`src/rtl/alu_issue_stage_if.sv`:
```
// Handshake and payload bundle between the register-read stage, the
// ALU issue stage and the execute stage.
interface alu_issue_stage_if #(
    parameter int unsigned XLEN = 32
);
    // Upstream side: instruction, operands and PC in; ready back out.
    logic            valid_in;
    logic            ready_out;
    logic [31:0]     instr_in;
    logic [XLEN-1:0] pc_in;
    logic [XLEN-1:0] rs1_data_in;
    logic [XLEN-1:0] rs2_data_in;
    logic            flush_in;

    // Downstream side: issued ALU operation towards the execute stage.
    logic            valid_out;
    logic            ready_in;
    logic [XLEN-1:0] op_1_out;
    logic [XLEN-1:0] op_2_out;
    logic [3:0]      opcode_out;
    logic [4:0]      rd_out;
    logic            wb_en_out;
    logic            illegal_out;

    // Environment view: drives instructions and ready, observes the issue.
    modport master (
        output valid_in, instr_in, pc_in, rs1_data_in, rs2_data_in,
               flush_in, ready_in,
        input  ready_out, valid_out, op_1_out, op_2_out, opcode_out,
               rd_out, wb_en_out, illegal_out
    );

    // Stage view.
    modport slave (
        input  valid_in, instr_in, pc_in, rs1_data_in, rs2_data_in,
               flush_in, ready_in,
        output ready_out, valid_out, op_1_out, op_2_out, opcode_out,
               rd_out, wb_en_out, illegal_out
    );
endinterface

```
`src/rtl/alu_issue_stage.sv`:
```
// Decode/issue stage: decodes RV32I OP, OP-IMM, LUI and AUIPC into an ALU
// opcode plus two operands and holds them in a single output register
// with valid/ready handshakes and a synchronous flush.
module alu_issue_stage #(
    parameter int unsigned XLEN = 32
) (
    input  logic              clk_in,
    input  logic              rst_n_in,
    alu_issue_stage_if.slave  bus
);

    localparam int unsigned OPC_W  = 4;
    localparam int unsigned RD_W   = 5;

    localparam logic [6:0] MAJ_OP     = 7'b0110011;
    localparam logic [6:0] MAJ_OP_IMM = 7'b0010011;
    localparam logic [6:0] MAJ_LUI    = 7'b0110111;
    localparam logic [6:0] MAJ_AUIPC  = 7'b0010111;

    localparam logic [6:0] F7_BASE = 7'b0000000;
    localparam logic [6:0] F7_ALT  = 7'b0100000;

    localparam logic [2:0] F3_ADD = 3'b000;
    localparam logic [2:0] F3_SLL = 3'b001;
    localparam logic [2:0] F3_SR  = 3'b101;

    typedef struct packed {
        logic [XLEN-1:0]  op_1;
        logic [XLEN-1:0]  op_2;
        logic [OPC_W-1:0] opcode;
        logic [RD_W-1:0]  rd;
        logic             wb_en;
        logic             illegal;
    } issue_t;

    issue_t dec_c;
    issue_t payload_d, payload_q;
    logic   valid_d, valid_q;
    logic   ready_c;
    logic   load_c;
    logic   drain_c;

    logic [6:0]      major;
    logic [2:0]      funct3;
    logic [6:0]      funct7;
    logic [RD_W-1:0] rd;
    logic [XLEN-1:0] imm_i;
    logic [XLEN-1:0] imm_u;

    assign major  = bus.instr_in[6:0];
    assign funct3 = bus.instr_in[14:12];
    assign funct7 = bus.instr_in[31:25];
    assign rd     = bus.instr_in[11:7];
    assign imm_i  = XLEN'($signed(bus.instr_in[31:20]));
    assign imm_u  = XLEN'({bus.instr_in[31:12], 12'b0});

    // Combinational decode of the instruction currently presented upstream.
    always_comb begin
        logic            legal;
        logic            alt;
        logic            is_shift;
        logic [XLEN-1:0] op_1;
        logic [XLEN-1:0] op_2;
        logic [2:0]      f3;

        legal    = 1'b0;
        alt      = 1'b0;
        is_shift = (funct3 == F3_SLL) || (funct3 == F3_SR);
        op_1     = '0;
        op_2     = '0;
        f3       = F3_ADD;
        dec_c    = '0;

        case (major)
            MAJ_OP: begin
                op_1  = bus.rs1_data_in;
                op_2  = is_shift ? XLEN'(bus.rs2_data_in[4:0]) : bus.rs2_data_in;
                alt   = bus.instr_in[30];
                f3    = funct3;
                legal = (funct7 == F7_BASE) ||
                        ((funct7 == F7_ALT) && ((funct3 == F3_ADD) || (funct3 == F3_SR)));
            end
            MAJ_OP_IMM: begin
                op_1 = bus.rs1_data_in;
                f3   = funct3;
                if (funct3 == F3_SLL) begin
                    op_2  = XLEN'(bus.instr_in[24:20]);
                    alt   = bus.instr_in[30];
                    legal = (funct7 == F7_BASE);
                end else if (funct3 == F3_SR) begin
                    op_2  = XLEN'(bus.instr_in[24:20]);
                    alt   = bus.instr_in[30];
                    legal = (funct7 == F7_BASE) || (funct7 == F7_ALT);
                end else begin
                    // Non-shift immediates never use imm[10] as alt: ADDI stays ADD.
                    op_2  = imm_i;
                    legal = 1'b1;
                end
            end
            MAJ_LUI: begin
                op_2  = imm_u;
                legal = 1'b1;
            end
            MAJ_AUIPC: begin
                op_1  = bus.pc_in;
                op_2  = imm_u;
                legal = 1'b1;
            end
            default: begin
                legal = 1'b0;
            end
        endcase

        // Illegal instructions still issue, but with zeroed operation fields.
        if (legal) begin
            dec_c.op_1   = op_1;
            dec_c.op_2   = op_2;
            dec_c.opcode = {alt, f3};
        end
        dec_c.rd      = rd;
        dec_c.wb_en   = legal && (rd != '0);
        dec_c.illegal = !legal;
    end

    // Handshake qualifiers; flush never gates ready, only the load.
    always_comb begin
        ready_c = !valid_q || bus.ready_in;
        load_c  = bus.valid_in && ready_c && !bus.flush_in;
        drain_c = valid_q && bus.ready_in;
    end

    // Next state of the output register: load wins, otherwise flush/drain empty it.
    always_comb begin
        valid_d   = valid_q;
        payload_d = payload_q;
        if (load_c) begin
            valid_d   = 1'b1;
            payload_d = dec_c;
        end else if (bus.flush_in || drain_c) begin
            valid_d   = 1'b0;
        end
    end

    // Output pipeline register.
    always_ff @(posedge clk_in or negedge rst_n_in) begin
        if (!rst_n_in) begin
            valid_q   <= 1'b0;
            payload_q <= '0;
        end else begin
            valid_q   <= valid_d;
            payload_q <= payload_d;
        end
    end

    assign bus.ready_out   = ready_c;
    assign bus.valid_out   = valid_q;
    assign bus.op_1_out    = payload_q.op_1;
    assign bus.op_2_out    = payload_q.op_2;
    assign bus.opcode_out  = payload_q.opcode;
    assign bus.rd_out      = payload_q.rd;
    assign bus.wb_en_out   = payload_q.wb_en;
    assign bus.illegal_out = payload_q.illegal;

endmodule

```
`src/flat_wrapper.sv`:
```
// flat-port wrapper written by rule: the top's interface ports become plain ports
module alu_issue_stage_flat 
#(
    parameter int unsigned XLEN = 32
)
  (clk_in, rst_n_in, bus_valid_in, bus_instr_in, bus_pc_in, bus_rs1_data_in, bus_rs2_data_in, bus_flush_in, bus_ready_in, bus_ready_out, bus_valid_out, bus_op_1_out, bus_op_2_out, bus_opcode_out, bus_rd_out, bus_wb_en_out, bus_illegal_out);
  alu_issue_stage_if #(.XLEN(XLEN)) bus_i ();
  input  logic clk_in;
  input  logic rst_n_in;
  input wire logic [$bits(bus_i.valid_in)-1:0] bus_valid_in;
  input wire logic [$bits(bus_i.instr_in)-1:0] bus_instr_in;
  input wire logic [$bits(bus_i.pc_in)-1:0] bus_pc_in;
  input wire logic [$bits(bus_i.rs1_data_in)-1:0] bus_rs1_data_in;
  input wire logic [$bits(bus_i.rs2_data_in)-1:0] bus_rs2_data_in;
  input wire logic [$bits(bus_i.flush_in)-1:0] bus_flush_in;
  input wire logic [$bits(bus_i.ready_in)-1:0] bus_ready_in;
  output wire logic [$bits(bus_i.ready_out)-1:0] bus_ready_out;
  output wire logic [$bits(bus_i.valid_out)-1:0] bus_valid_out;
  output wire logic [$bits(bus_i.op_1_out)-1:0] bus_op_1_out;
  output wire logic [$bits(bus_i.op_2_out)-1:0] bus_op_2_out;
  output wire logic [$bits(bus_i.opcode_out)-1:0] bus_opcode_out;
  output wire logic [$bits(bus_i.rd_out)-1:0] bus_rd_out;
  output wire logic [$bits(bus_i.wb_en_out)-1:0] bus_wb_en_out;
  output wire logic [$bits(bus_i.illegal_out)-1:0] bus_illegal_out;
  assign bus_i.valid_in = bus_valid_in;
  assign bus_i.instr_in = bus_instr_in;
  assign bus_i.pc_in = bus_pc_in;
  assign bus_i.rs1_data_in = bus_rs1_data_in;
  assign bus_i.rs2_data_in = bus_rs2_data_in;
  assign bus_i.flush_in = bus_flush_in;
  assign bus_i.ready_in = bus_ready_in;
  assign bus_ready_out = bus_i.ready_out;
  assign bus_valid_out = bus_i.valid_out;
  assign bus_op_1_out = bus_i.op_1_out;
  assign bus_op_2_out = bus_i.op_2_out;
  assign bus_opcode_out = bus_i.opcode_out;
  assign bus_rd_out = bus_i.rd_out;
  assign bus_wb_en_out = bus_i.wb_en_out;
  assign bus_illegal_out = bus_i.illegal_out;
  alu_issue_stage #(.XLEN(XLEN)) u_core (.clk_in(clk_in), .rst_n_in(rst_n_in), .bus(bus_i));
endmodule
```
`config.mk`:
```
export PLATFORM = sky130hd
export DESIGN_NAME = alu_issue_stage_flat
export DESIGN_NICKNAME = d
export VERILOG_FILES = /design/src/rtl/alu_issue_stage_if.sv /design/src/rtl/alu_issue_stage.sv /design/src/flat_wrapper.sv
export SDC_FILE = /design/constraint.sdc
export NUM_CORES = 1
export LEC_CHECK = 0
export BUFFER_PORTS_ARGS = -buffer_cell sky130_fd_sc_hd__buf_4
export CAP_MARGIN = 20
export CORE_ASPECT_RATIO = 1.75
export CORE_MARGIN = 5
export CORE_UTILIZATION = 44
export CTS_CLUSTER_DIAMETER = 80
export DETAILED_ROUTE_END_ITERATION = 10
export PLACE_DENSITY_LB_ADDON = 0.2
export SYNTH_ARGS = -nofsm -noshare
export SYNTH_HDL_FRONTEND = slang
export SYNTH_SLANG_ARGS = --single-unit
```
`constraint.sdc`:
```
create_clock -name clk_in -period 2.38 [get_ports clk_in]
set_clock_uncertainty 0.1 [all_clocks]
set_input_delay 0.476 -clock clk_in [delete_from_list [all_inputs] [get_ports clk_in]]
set_output_delay 0.476 -clock clk_in [all_outputs]
set_load 0.005 [all_outputs]
```
======== Word level (Yosys, flattened, before mapping) ========
Index checks and enable logic that the tools add are counted.
operators by class
  muxes and demuxes ....................... 15
  magnitude comparators ................... 0
  add/sub/neg operators ................... 0
  equality and inequality tests ........... 7
  reduce and logical (&&, ||, !) cells .... 20
  shift-type cells ........................ 0
  bitwise operators ....................... 0
  multiply operators ...................... 0
  divide/modulo/power cells ............... 0
operator list
  cell                  count
  $mux W32              3
  $pmux W32 S3          1
  $mux W68              1
  $pmux W32 S2          1
  $eq A7 B6 Y1 const B  3
  $eq A7 B5 Y1 const B  2
  $logic_not A7 Y1      1
  $logic_or A1 B1 Y1    6
  $mux W1               6
  $logic_and A1 B1 Y1   5
  $reduce_bool A5 Y1    1
  $reduce_or A2 Y1      2
  $eq A3 B1 Y1 const B  1
  $eq A3 B3 Y1 const B  1
  $logic_not A1 Y1      3
  $logic_not A3 Y1      1
  $mux W3               1
  $pmux W1 S3           1
  $pmux W1 S2           1
  $reduce_bool A2 Y1    1
word-level totals
  logic and storage cells ................. 49
  input bits .............................. 133
  RAM bits ................................ 0
  output and inout bits ................... 77
  ROM bits ................................ 0
  latch bits .............................. 0
  memories kept ........................... 0
  register bits ........................... 76

======== Logic depth before layout (Yosys ltp) ========
  depth in word-level cells ............... 6
  mapped depth ............................ 7
  depth with buffers taken out ............ 5

======== Worst setup path after synthesis ========
Ideal clock, no wire load.
  path type ............................... input-to-reg
  start ................................... in bus_instr_in[28]
  end ..................................... reg u_core.payload_q (netlist bit u_core.bus.op_2_out[27])
  path buffers ............................ 2
  setup time .............................. 0.096 ns
  slack ................................... 0.367 ns
  data required time ...................... 2.184 ns
  data arrival time ....................... 1.817 ns
  stages on the path ...................... 7
  cells stage by stage .................... or4_1 -> nor3_2 -> o21a_2 -> a21oi_2 -> buf_6 -> buf_6 -> o31ai_1
between the ends
  cells in the longest elaborated chain, start to end .. 6
  elaborated cells between the ends (all ways) .. 9
  those cells by class .................... 1 x eq/ne; 4 x mux; 4 x reduce/logical
ends and longest elaborated chain
  what                                                     RTL line                source
  start: declaration                                       flat_wrapper.sv:11      input wire logic [$bits(bus_i.instr_in)-1:0] bus_instr_in;
  $eq A7 B6 Y1 / $logic_not A7 Y1 (equally long branches)  -
  $logic_or A1 B1 Y1                                       alu_issue_stage.sv:93   legal = (funct7 == F7_BASE) || (funct7 == F7_ALT);
  $mux W1                                                  alu_issue_stage.sv:90   end else if (funct3 == F3_SR) begin
  $mux W1                                                  alu_issue_stage.sv:86   if (funct3 == F3_SLL) begin
  $pmux W1 S3 (*)                                          alu_issue_stage.sv:74   case (major)
  $mux W68 (*)                                             alu_issue_stage.sv:115  if (legal) begin
  end signal: assignment                                   alu_issue_stage.sv:151  payload_q <= payload_d;
  end: declaration                                         alu_issue_stage.sv:37   issue_t payload_d, payload_q;
Mark *: on every way between the ends. The rest lies on a longest branch, timed or not.
A chain may end at the register's enable or synchronous reset.

======== Worst setup path in the final report ========
  start ................................... reg u_core.valid_q (netlist: u_core.bus.valid_out)
  end ..................................... reg u_core.payload_q (netlist bit u_core.bus.op_2_out[11])
between the ends
  cells in the longest elaborated chain, start to end .. 4
ends and longest elaborated chain
  what                              RTL line                source
  start: declaration                alu_issue_stage.sv:38   logic valid_d, valid_q;
  start signal: assignment          alu_issue_stage.sv:150  valid_q <= valid_d;
  $logic_not A1 Y1                  alu_issue_stage.sv:127  ready_c = !valid_q || bus.ready_in;
  $logic_or A1 B1 Y1                alu_issue_stage.sv:127
  $logic_and A1 B1 Y1 (2 in a row)  alu_issue_stage.sv:128  load_c = bus.valid_in && ready_c && !bus.flush_in;
No other way between the ends.

==> run metrics <==
Layout area overhead 56.0%; H-tree Lvls 3; number of global-route vias before repair a little under 4000; largest net degree at the start of global routing 80; num rows between 40 and 50; maximum VDD drop between 0.5 and 0.6 mV; GP Congestion about 0.85; max cap viols 0; Crit Path Class register to register; placed insts 650; post-CTS sizing 0; core area between 0.008 and 0.009 sq mm; Ant. Diodes 0; CP Launch Type register; P per Cell Area between 500 and 600 mW/mm^2; Post-synth ARST share between 90% and 100%; final net count 702; I/O Pins 210; main flop type after synthesis dfrtp_1; RSZ-0062 raised after global routing false; Yosys top cell area share about 52%; Worst setup EP type register; most frequent cells in the layout 218 x buf_4, 76 x dfrtp_1, 57 x nand2_1; worst reg2reg path depth 7; WP data required 2.45 ns; Die X-Extent around 79 microns; global-route wire length before repair 19.4 mm; largest area contributor in the netlist dfrtp_1; CTS Sinks 76; Initial Util about 44%; Final setup violation count 0; status finished, final reports clean; Post-Syn Instances roughly 370; Power, Total 3.23 mW; fin crit share 90.2%; Hold Vio Cnt, Final 0; Final HPWL DP between 9 and 10 mm; post-route ant nets 0; Final Hold Slack approximately 0.028 ns; Iteration-0 DRC Markers 231; GRT Resource Usage Total between 20% and 30%; unique cell type count in the Yosys netlist 34; wirelength, routed roughly 12 mm; crit path max fanout 79; Max Slew Vio Count 0; layout cells sized above 1 43.2%; r2r endpoint u_core.bus.op_2_out[11]$_DFFE_PN0P_; FF+latch count, synth between 70 and 80; drt first pass iters 4; Via Count 3800; die area approximately 0.01 sq mm; Worst Setup EP u_core.bus.op_2_out[11]$_DFFE_PN0P_; syn_nets 500; R2R Path Start u_core.bus.valid_out$_DFFE_PN0P_; crit path DAT about 2.2 ns; CP Launch Point u_core.bus.valid_out$_DFFE_PN0P_; TritonCTS clock tree built; Post-route DRC 0; CTS clk-pin slew, worst paths 0.06 ns; TNS Setup 0 ns; Post-synth EDFFs 0; average size of a mapped cell just under 10 sq um; clk_lat worst skew 0.32 ns; total congestion overflow 0; Port-buffer cells around 210; non-filler cells, final roughly 670; initial antenna violation count 0; largest cells by area after synthesis dfrtp_1 52%, a221oi_1 12%, nand2_1 5.9%, o31ai_1 4.3%, nor3_1 4.1%; commonest non-fill, non-tap cell in the layout buf_4; static leakage roughly 2.8 nW; Root Buffer clkbuf_16; relative slew slack 52.7%; R2R setup slack roughly 0.23 ns; clock buffer depth 2; synthesized cell area 0.00364 sq mm; worst hold path type input pin to asynchronous set/reset pin; CTS hold repair buffers 0; minimum clock period about 2.1 ns; TritonCTS buffer count 9; synth warn 0; WL/cell 18.5 microns; postcts setup bufs 0; register area share after synthesis roughly 52%; Highest Clock Rate 466 MHz; die height approximately 130 microns; worst slew pin tran slightly above 0.7 ns; drt via density 5.71
-- metal layers --
metal | track usage (%) | part of all wire, % | vias up
li1 | - | - | 1772
met1 | 28.2 | 36 | 1822
met2 | 42.5 | 54 | 180
met3 | 6.98 | 7.4 | 26
met4 | 10.1 | 2.4 | 0
met5 | 0 | 0 | -
-- logic make-up after synthesis --
kind of cell | synth area share, %
AND/OR/NAND/NOR | 17.9
AO/OA/AOI/OAI | 21.8
flip-flops | 52.3
buffers and inverters | 4.75
multiplexers | 3.30
-- per-stage QoR --
step | util [%] | instance area, sq um | setup slack, ns
after floorplan | - | 3640 | 0.367
after global placement | 65.7 | 5390 | -0.198
after detailed placement | 65.9 | 5400 | -0.00280
after CTS | 69.2 | 5670 | 0.233
after global routing | 69.2 | 5670 | 0.0267
final | 69.2 | 5670 | 0.232
-- registers in the layout, summed over array words and instances (netlist names) --
register                count
u_core.bus.valid_out        1
u_core.bus.op_2_out        32
u_core.bus.rd_out           5
u_core.bus.illegal_out      1
u_core.bus.opcode_out       4
u_core.bus.wb_en_out        1
u_core.bus.op_1_out        32
-- power by group --
group          internal (mW)  total, mW  switching [mW]
logic                  0.326      0.576           0.250
clock network          0.731       1.24           0.505
registers               1.37       1.42          0.0454
-- final cells by class --
class / count / area (sq um)
Fill cell: 688 / 2530
Sequential cell: 76 / 1900
Timing Repair Buffer: 226 / 1790
Multi-Input combinational cell: 252 / 1580
Clock buffer: 12 / 246
Tap cell: 92 / 115
Clock inverter: 4 / 25.0
Inverter: 4 / 15.0
-- Yosys cell counts (all sizes together), types with 2 or more instances --
master / instances
or4: 2
nor3: 31
a21oi: 2
or3: 2
mux2i: 12
a22oi: 2
nand2: 57
dfrtp: 76
and3: 2
clkbuf: 26
a21o: 2
nand4b: 2
nor2b: 6
o41ai: 5
a221oi: 49
o21ai: 15
nor2: 33
buf: 9
inv: 4
o31ai: 22
-- worst min-delay path by stage --
| stage | cells after the start | startpoint | slack, ns | to |
|---|---|---|---|---|
| CTS | 1 | rst_n_in | 0.05 | u_core.bus.op_2_out[14]$_DFFE_PN0P_ |
| global placement | 2 | u_core.bus.op_2_out[10]$_DFFE_PN0P_ | 0.36 | u_core.bus.op_2_out[10]$_DFFE_PN0P_ |
| floorplan | 0 | rst_n_in | 0.08 | u_core.bus.illegal_out$_DFFE_PN0P_ |
| detailed placement | 2 | u_core.bus.rd_out[1]$_DFFE_PN0P_ | 0.37 | u_core.bus.rd_out[1]$_DFFE_PN0P_ |
| finish | 1 | rst_n_in | 0.03 | u_core.bus.op_2_out[19]$_DFFE_PN0P_ |
| global route | 1 | rst_n_in | 0.07 | u_core.bus.op_2_out[19]$_DFFE_PN0P_ |
-- critical path: stages, from the launching register on --
cell and delay [ns]:
dfrtp_1 0.35, nor2b_1 0.30, inv_1 0.11, nand3b_1 0.20, buf_4 0.33, buf_12 0.33
or3_1 0.17, a21oi_1 0.06
Power figures use the tool's default switching activity.
